## src/rtl/mpmc11_pkg.sv

```systemverilog
// mpmc11_pkg: shared types and constants for the mpmc11 reservation (LR/SC) logic.
package mpmc11_pkg;

    localparam int unsigned MPMC11_ADR_W          = 32;
    localparam int unsigned MPMC11_RESV_GRAN_LSB  = 4;
    localparam int unsigned MPMC11_RESV_TAG_W     = MPMC11_ADR_W - MPMC11_RESV_GRAN_LSB;
    localparam int unsigned MPMC11_RESV_CH_W      = 4;
    localparam int unsigned MPMC11_RESV_CNT_W     = 20;
    localparam logic [3:0]  MPMC11_RESV_NONE      = 4'hF;

    typedef enum logic [2:0] {
        RESV_IDLE   = 3'd0,
        RESV_LR_REQ = 3'd1,
        RESV_SC_CHK = 3'd2,
        RESV_SC_WR  = 3'd3,
        RESV_DONE   = 3'd4
    } mpmc11_resv_init_state_t;

endpackage

```

## src/rtl/mpmc11_resv_match.sv

```systemverilog
// mpmc11_resv_match: NAR-way compare of (CHANNEL, address granule) against the manager's bucket table.
module mpmc11_resv_match
    import mpmc11_pkg::*;
#(
    parameter int unsigned CHANNEL = 0,
    parameter int unsigned NAR     = 2
) (
    input  logic [MPMC11_RESV_CH_W*NAR-1:0] i_resv_ch,
    input  logic [MPMC11_ADR_W*NAR-1:0]     i_resv_adr,
    input  logic [MPMC11_RESV_TAG_W-1:0]    i_tag,
    output logic                            o_held_c
);

    localparam int unsigned CH_W  = MPMC11_RESV_CH_W;
    localparam int unsigned ADR_W = MPMC11_ADR_W;
    localparam int unsigned GRAN  = MPMC11_RESV_GRAN_LSB;
    localparam int unsigned TAG_W = MPMC11_RESV_TAG_W;

    // Offsets below the reservation granule never take part in the compare.
    logic w_unused_lsb;

    always_comb begin
        o_held_c     = 1'b0;
        w_unused_lsb = 1'b0;
        for (int n = 0; n < int'(NAR); n++) begin
            w_unused_lsb = w_unused_lsb ^ (^i_resv_adr[n*ADR_W +: GRAN]);
            if ((i_resv_ch[n*CH_W +: CH_W] != MPMC11_RESV_NONE) &&
                (i_resv_ch[n*CH_W +: CH_W] == CH_W'(CHANNEL)) &&
                (i_resv_adr[n*ADR_W + GRAN +: TAG_W] == i_tag)) begin
                o_held_c = 1'b1;
            end
        end
    end

endmodule

```

## src/rtl/mpmc11_resv_initiator.sv

```systemverilog
// mpmc11_resv_initiator: per-channel LR/SC initiator towards the reservation manager and controller.
// Optional local reservation lifetime counter: define MPMC11_RESV_TIMEOUT_EN.
module mpmc11_resv_initiator
    import mpmc11_pkg::*;
#(
    parameter int unsigned CHANNEL = 0,
    parameter int unsigned NAR     = 2,
    parameter logic [19:0] TIMEOUT = 20'hFFFFF
) (
    input  logic                            clk,
    input  logic                            rst,
    input  logic                            cs_i,
    input  logic                            lr_i,
    input  logic                            sc_i,
    input  logic [31:0]                     adr_i,
    output logic                            busy_o,
    output logic                            ack_o,
    output logic                            sc_ok_o,
    output logic                            sr_o,
    output logic [31:0]                     radr_o,
    input  logic                            rack_i,
    input  logic [MPMC11_RESV_CH_W*NAR-1:0] resv_ch_i,
    input  logic [MPMC11_ADR_W*NAR-1:0]     resv_adr_i,
    output logic                            we_o,
    output logic                            cr_o,
    output logic [31:0]                     wadr_o,
    input  logic                            wack_i
);

    localparam int unsigned ADR_W = MPMC11_ADR_W;
    localparam int unsigned GRAN  = MPMC11_RESV_GRAN_LSB;
    localparam int unsigned TAG_W = MPMC11_RESV_TAG_W;

    localparam logic [2:0] ST_IDLE   = 3'(RESV_IDLE);
    localparam logic [2:0] ST_LR_REQ = 3'(RESV_LR_REQ);
    localparam logic [2:0] ST_SC_CHK = 3'(RESV_SC_CHK);
    localparam logic [2:0] ST_SC_WR  = 3'(RESV_SC_WR);
    localparam logic [2:0] ST_DONE   = 3'(RESV_DONE);

    if (CHANNEL > 7 || NAR == 0 || TIMEOUT == 20'd0) begin : g_cfg_chk
        $error("mpmc11_resv_initiator: illegal CHANNEL/NAR/TIMEOUT");
    end

    logic [2:0]       r_state;
    logic [ADR_W-1:0] r_adr;
    logic [ADR_W-1:0] r_radr;
    logic [ADR_W-1:0] r_wadr;
    logic             r_sr;
    logic             r_we;
    logic             r_ack;
    logic             r_sc_ok;
    logic             r_busy;
    logic             r_lres_v;
    logic [TAG_W-1:0] r_lres_tag;

    logic [2:0]       w_state_nxt;
    logic [ADR_W-1:0] w_adr_nxt;
    logic [ADR_W-1:0] w_radr_nxt;
    logic [ADR_W-1:0] w_wadr_nxt;
    logic             w_sr_nxt;
    logic             w_we_nxt;
    logic             w_ack_nxt;
    logic             w_sc_ok_nxt;
    logic             w_lres_set;
    logic             w_lres_clr;
    logic             w_held;
    logic             w_commit;
    logic             w_tmo;

    mpmc11_resv_match #(
        .CHANNEL (CHANNEL),
        .NAR     (NAR)
    ) u_match (
        .i_resv_ch  (resv_ch_i),
        .i_resv_adr (resv_adr_i),
        .i_tag      (r_adr[ADR_W-1:GRAN]),
        .o_held_c   (w_held)
    );

    // SC commits only if the manager still holds our bucket and our local reservation covers the granule.
    assign w_commit = w_held && r_lres_v && (r_lres_tag == r_adr[ADR_W-1:GRAN]);

    // Next-state and next-output decode.
    always_comb begin
        w_state_nxt = r_state;
        w_adr_nxt   = r_adr;
        w_radr_nxt  = r_radr;
        w_wadr_nxt  = r_wadr;
        w_sr_nxt    = 1'b0;
        w_we_nxt    = 1'b0;
        w_ack_nxt   = 1'b0;
        w_sc_ok_nxt = 1'b0;
        w_lres_set  = 1'b0;
        w_lres_clr  = 1'b0;
        case (r_state)
            ST_IDLE: begin
                if (cs_i && lr_i) begin
                    w_state_nxt = ST_LR_REQ;
                    w_adr_nxt   = adr_i;
                    w_radr_nxt  = adr_i;
                    w_sr_nxt    = 1'b1;
                end else if (cs_i && sc_i) begin
                    w_state_nxt = ST_SC_CHK;
                    w_adr_nxt   = adr_i;
                end
            end
            ST_LR_REQ: begin
                if (rack_i) begin
                    w_state_nxt = ST_IDLE;
                    w_ack_nxt   = 1'b1;
                    w_lres_set  = 1'b1;
                end else begin
                    w_sr_nxt    = 1'b1;
                end
            end
            ST_SC_CHK: begin
                if (w_commit) begin
                    w_state_nxt = ST_SC_WR;
                    w_we_nxt    = 1'b1;
                    w_wadr_nxt  = r_adr;
                end else begin
                    w_state_nxt = ST_DONE;
                    w_ack_nxt   = 1'b1;
                    w_lres_clr  = 1'b1;
                end
            end
            ST_SC_WR: begin
                if (wack_i) begin
                    w_state_nxt = ST_IDLE;
                    w_ack_nxt   = 1'b1;
                    w_sc_ok_nxt = 1'b1;
                    w_lres_clr  = 1'b1;
                end else begin
                    w_we_nxt    = 1'b1;
                end
            end
            ST_DONE: begin
                w_state_nxt = ST_IDLE;
            end
            default: begin
                w_state_nxt = ST_IDLE;
            end
        endcase
    end

    // State and registered outputs.
    always_ff @(posedge clk) begin
        if (rst) begin
            r_state <= ST_IDLE;
            r_adr   <= '0;
            r_radr  <= '0;
            r_wadr  <= '0;
            r_sr    <= 1'b0;
            r_we    <= 1'b0;
            r_ack   <= 1'b0;
            r_sc_ok <= 1'b0;
            r_busy  <= 1'b0;
        end else begin
            r_state <= w_state_nxt;
            r_adr   <= w_adr_nxt;
            r_radr  <= w_radr_nxt;
            r_wadr  <= w_wadr_nxt;
            r_sr    <= w_sr_nxt;
            r_we    <= w_we_nxt;
            r_ack   <= w_ack_nxt;
            r_sc_ok <= w_sc_ok_nxt;
            r_busy  <= (w_state_nxt != ST_IDLE);
        end
    end

`ifdef MPMC11_RESV_TIMEOUT_EN
    logic [MPMC11_RESV_CNT_W-1:0] r_tcnt;

    // Lifetime counter restarts on every LR grant and saturates rather than wrapping.
    always_ff @(posedge clk) begin
        if (rst) begin
            r_tcnt <= '0;
        end else if (w_lres_set) begin
            r_tcnt <= '0;
        end else if (r_lres_v && (r_tcnt != '1)) begin
            r_tcnt <= r_tcnt + MPMC11_RESV_CNT_W'(1);
        end
    end

    assign w_tmo = r_lres_v && (r_tcnt >= TIMEOUT);
`else
    assign w_tmo = 1'b0;
`endif

    // Local reservation; a new LR simply overwrites the recorded granule.
    always_ff @(posedge clk) begin
        if (rst) begin
            r_lres_v   <= 1'b0;
            r_lres_tag <= '0;
        end else if (w_lres_set) begin
            r_lres_v   <= 1'b1;
            r_lres_tag <= r_adr[ADR_W-1:GRAN];
        end else if (w_lres_clr || w_tmo) begin
            r_lres_v   <= 1'b0;
        end
    end

    assign busy_o  = r_busy;
    assign ack_o   = r_ack;
    assign sc_ok_o = r_sc_ok;
    assign sr_o    = r_sr;
    assign radr_o  = r_radr;
    assign we_o    = r_we;
    assign cr_o    = r_we;
    assign wadr_o  = r_wadr;

endmodule

```

## config.mk

```make
export PLATFORM = sky130hd
export DESIGN_NAME = mpmc11_resv_initiator
export DESIGN_NICKNAME = d
export VERILOG_FILES = /design/src/rtl/mpmc11_pkg.sv /design/src/rtl/mpmc11_resv_match.sv /design/src/rtl/mpmc11_resv_initiator.sv
export SDC_FILE = /design/constraint.sdc
export NUM_CORES = 1
export LEC_CHECK = 0
export ABC_CLOCK_PERIOD_IN_PS = 2000
export BUFFER_PORTS_ARGS = -buffer_cell sky130_fd_sc_hd__buf_2
export CAP_MARGIN = 40
export CORE_MARGIN = 4
export CORE_UTILIZATION = 35
export DETAILED_ROUTE_END_ITERATION = 7
export GPL_TIMING_DRIVEN = 0
export PLACE_DENSITY_LB_ADDON = 0.1
export REMOVE_ABC_BUFFERS = 1
export SYNTH_ARGS = -nofsm -noshare
export SYNTH_HDL_FRONTEND = slang
export SYNTH_SLANG_ARGS = --single-unit
export TNS_END_PERCENT = 20
```

## constraint.sdc

```tcl
create_clock -name clk -period 2 [get_ports clk]
set_clock_uncertainty 0.05 [all_clocks]
set_input_delay 0.1 -clock clk [delete_from_list [all_inputs] [get_ports clk]]
set_output_delay 0.1 -clock clk [all_outputs]
set_load 0.02 [all_outputs]
```

==> flow_metrics.tcl <==
set metrics [dict create \
    core_mm2 0.0172 \
    clk_pin_slew_ps 60 \
    setup-tns-final_ps -4320 \
    failed_checks "negative setup slack" \
    die-area_mm2 0.0196 \
    crit_path_max_fanout 4 \
    floorplan_die_width_um 140 \
    maxCapViolCount 0 \
    worst_reg2reg_endpoint "r_lres_v$_SDFFE_PP0P_" \
    capturing_element_type_of_the_critical_path "flip-flop" \
    maximum_number_of_pins_on_one_net_before_global_route_repair 85 \
    worst_ep_arrival_time_ps 2500 \
    number_of_synthesized_flops_with_an_enable_pin 0 \
    cts-root-buf "clkbuf_16" \
    totalWireLength_um 17800 \
    criticalPathCategory "flip-flop to flip-flop" \
    grt_util_all_layers_pct 18.3 \
    async_flop_share_pct 0 \
    final-hold-violation-count 0 \
    setup-violations-final 34 \
    synth-warning-count 0 \
    clk_latency_ps 410 \
    syn_avg_cell_area_um2 8.31 \
    ratio_of_total_power_to_cell_area_mw_per_mm2 840 \
    syn_area_mm2 0.00610 \
    synth_top_family_by_area "simple AND/OR/NAND/NOR gates" \
    port_buffers 172 \
    clock_tree.buffer_depth 2 \
    die_y_um 140 \
    drt_drc_violations_left 0 \
    syn2layout_area_growth_pct 36.0 \
    cts.sinks 133 \
    total_nets_final 1016 \
    critPathLaunchType "flip-flop" \
    synth_cell_types 36 \
    part_of_the_power_in_registers_pct 40.8 \
    max_slew_margin_pct 52.8 \
    switching_power_mw 1.82 \
    synth_xor_xnor_area_share_pct 12.2 \
    worst_ep_required_ps 2270 \
    detailedRoute.firstPassIterationCount 4 \
    antennaDiodeCount 0 \
    dp.final_hpwl_um 13200 \
    cts_tree "yes" \
    switching_share_pct 26.1 \
    detail_route.vias_per_cell 4.67 \
    vdd.ir_drop.worst_uv 596 \
    timing.hold.worst_endpoint "r_state[1]$_SDFF_PP0_" \
    post_drt_wl_per_cell_um 15.6 \
    intPower_mw 5.15 \
    maxSlewViolCount 0 \
    synth_cells 734 \
    initial_utilization_pct 35.5 \
    multi_input_comb_area_mm2 0.00319 \
    worst_pin_slew_ps 707 \
    synth.mux.area_fraction_pct 5.25 \
    setup_slack_ps -229 \
    worst_hold_slack_ps 74.3 \
    grt_antenna_before_repair 1 \
    static-leakage-power_nw 3.55 \
    fraction_of_final_layout_cells_sized_beyond_drive_strength_1_pct 29.7 \
    drtIter0Drc 274 \
    synth_top_flop_cell "dfxtp_1" \
    grt_setup_unrepaired "yes" \
    grt_pass1_vias 5291 \
    place_congestion 0.775 \
    min_delay_path_depth 3 \
    r2r-start "r_adr[25]$_SDFFE_PP0P_" \
    combinationalPowerShare_pct 11.7 \
    synth.yosys.seq_area_share_pct 43.6 \
    layout_min_cycle_time_ps 2230 \
    ios 181 \
    worstHoldPathType "input pin to flip-flop" \
    dr_total_vias 5342 \
    yosys_reg_bits 133 \
    rrSetupSlack_ps -230 \
    outcome "finished with violations" \
    finalCoreUtilization_pct 48.3 \
    number_of_filler_instances_in_the_final_layout 1715 \
    sequential_cell_area_mm2 0.00271 \
    cts_made_buffers 17 \
    final_min_period_over_clock_period_pct 111 \
    hold_sp "sc_i" \
    htree_num_levels 4 \
    r2r_cells 6 \
    detail-route-antenna-nets 0 \
    max_freq_ghz 0.449 \
    grt_pass1_wl_um 28500 \
    synthAdderAreaFrac_pct 0 \
    synth_compound_area_share_pct 8.88 \
    num_rows 48 \
    synth_simple_gate_area_share_pct 23.9 \
    grt_remaining_overflow 0 \
    clkPwrFrac_pct 47.5 \
    dp_slack_ps -952 \
]
cells in the mapped netlist, drive strengths merged, types with 2 or more instances:
| cell | n | area [um^2] |
|---|---|---|
| xnor2 | 5 | 43.8 |
| nand4 | 6 | 43.8 |
| buf | 19 | 165 |
| inv | 3 | 11.3 |
| mux2i | 32 | 320 |
| nor2 | 9 | 33.8 |
| dfxtp | 133 | 2660 |
| nand2b | 66 | 413 |
| a21oi | 97 | 485 |
| or3 | 3 | 18.8 |
| nand2 | 188 | 706 |
| a31oi | 2 | 12.5 |
| nor4 | 18 | 131 |
| nor3 | 7 | 35.0 |
| clkbuf | 51 | 201 |
| xor2 | 79 | 699 |
| nor4b | 2 | 17.5 |
| or4 | 3 | 22.5 |
timing repair:
action                                 CTS  global route
pin swaps                               12             1
endpoints found under the hold margin   66             0
hold buffers                            34             0
gates resized for setup                 44            12
buffers inserted                         5             0
setup endpoints to repair              100            72
final cells by class:
| cell class | count | area share (%) |
|---|---|---|
| Clock buffer | 18 | 5.29 |
| Tap cell | 225 | 3.39 |
| Sequential cell | 133 | 32.7 |
| Clock inverter | 14 | 2.31 |
| Inverter | 3 | 0.136 |
| Timing Repair Buffer | 222 | 17.7 |
| Multi-Input combinational cell | 528 | 38.5 |
metal layers:
metal  share of wire, %  track usage (%)
met5               0.10                0
met4                1.1             5.30
met3                4.9             4.51
met1                 44             23.2
met2                 49             31.0
stage by stage:
stage	cells	cell area [um^2]	power (mW)
floorplan	664	5730	3.23
global placement	1061	6880	3.57
detailed placement	1072	7110	3.63
CTS	1143	8250	7.05
global route	1143	8300	7.30
finish	1143	8300	6.97
placed cells by master, fill, tap and decap left out, types with 8 or more instances in the layout:
| cell | count |
|---|---|
| a21oi_1 | 97 |
| nand2_1 | 187 |
| nor4_2 | 10 |
| buf_2 | 172 |
| dfxtp_2 | 20 |
| clkbuf_16 | 17 |
| nor2_1 | 8 |
| xor2_1 | 78 |
| mux2i_1 | 32 |
| dfxtp_1 | 106 |
| dlygate4sd3_1 | 34 |
| nand2b_1 | 66 |
flip-flops by register name, summed over array words and instances (netlist names):
register / cells
cr_o: 1
sc_ok_o: 1
r_lres_v: 1
busy_o: 1
radr_o: 32
ack_o: 1
wadr_o: 32
r_lres_tag: 28
sr_o: 1
r_state: 3
r_adr: 32
worst max path at each step:
stage | from | to | slack (ps)
floorplan | resv_ch_i[4] | wadr_o[0]$_SDFFE_PP0P_ | -760
global placement | r_adr[15]$_SDFFE_PP0P_ | wadr_o[3]$_SDFFE_PP0P_ | -1960
detailed placement | resv_ch_i[4] | wadr_o[1]$_SDFFE_PP0P_ | -950
CTS | r_adr[25]$_SDFFE_PP0P_ | r_lres_v$_SDFFE_PP0P_ | -230
global route | r_adr[15]$_SDFFE_PP0P_ | wadr_o[17]$_SDFFE_PP0P_ | -330
finish | r_adr[25]$_SDFFE_PP0P_ | r_lres_v$_SDFFE_PP0P_ | -230
power by group through the flow:
| stage | logic (mW) | registers [mW] | clock network, mW |
|---|---|---|---|
| 6_report | 0.815 | 2.85 | 3.31 |
| 5_1_grt | 0.900 | 2.86 | 3.54 |
| 4_1_cts | 0.810 | 2.85 | 3.39 |
| 3_5_place_dp | 0.722 | 2.91 | 0 |
| 3_3_place_gp | 0.663 | 2.90 | 0 |
| 2_1_floorplan | 0.317 | 2.91 | 0 |
kinds of logic after synthesis:
family | after synthesis
AOI/OAI and AO/OA | 105
xor gates and xnor gates | 84
buffers and inverters | 73
DFF | 133
muxes | 32
and+or+nand+nor | 307
worst max-delay path: stages (launching register included):
cell,delay (ps)
dfxtp_4,370
xor2_1,170
nor4_2,290
nand4_1,250
or4_4,480
or3_1,330
a311oi_2,200
(Power assumes the default switching activity.)
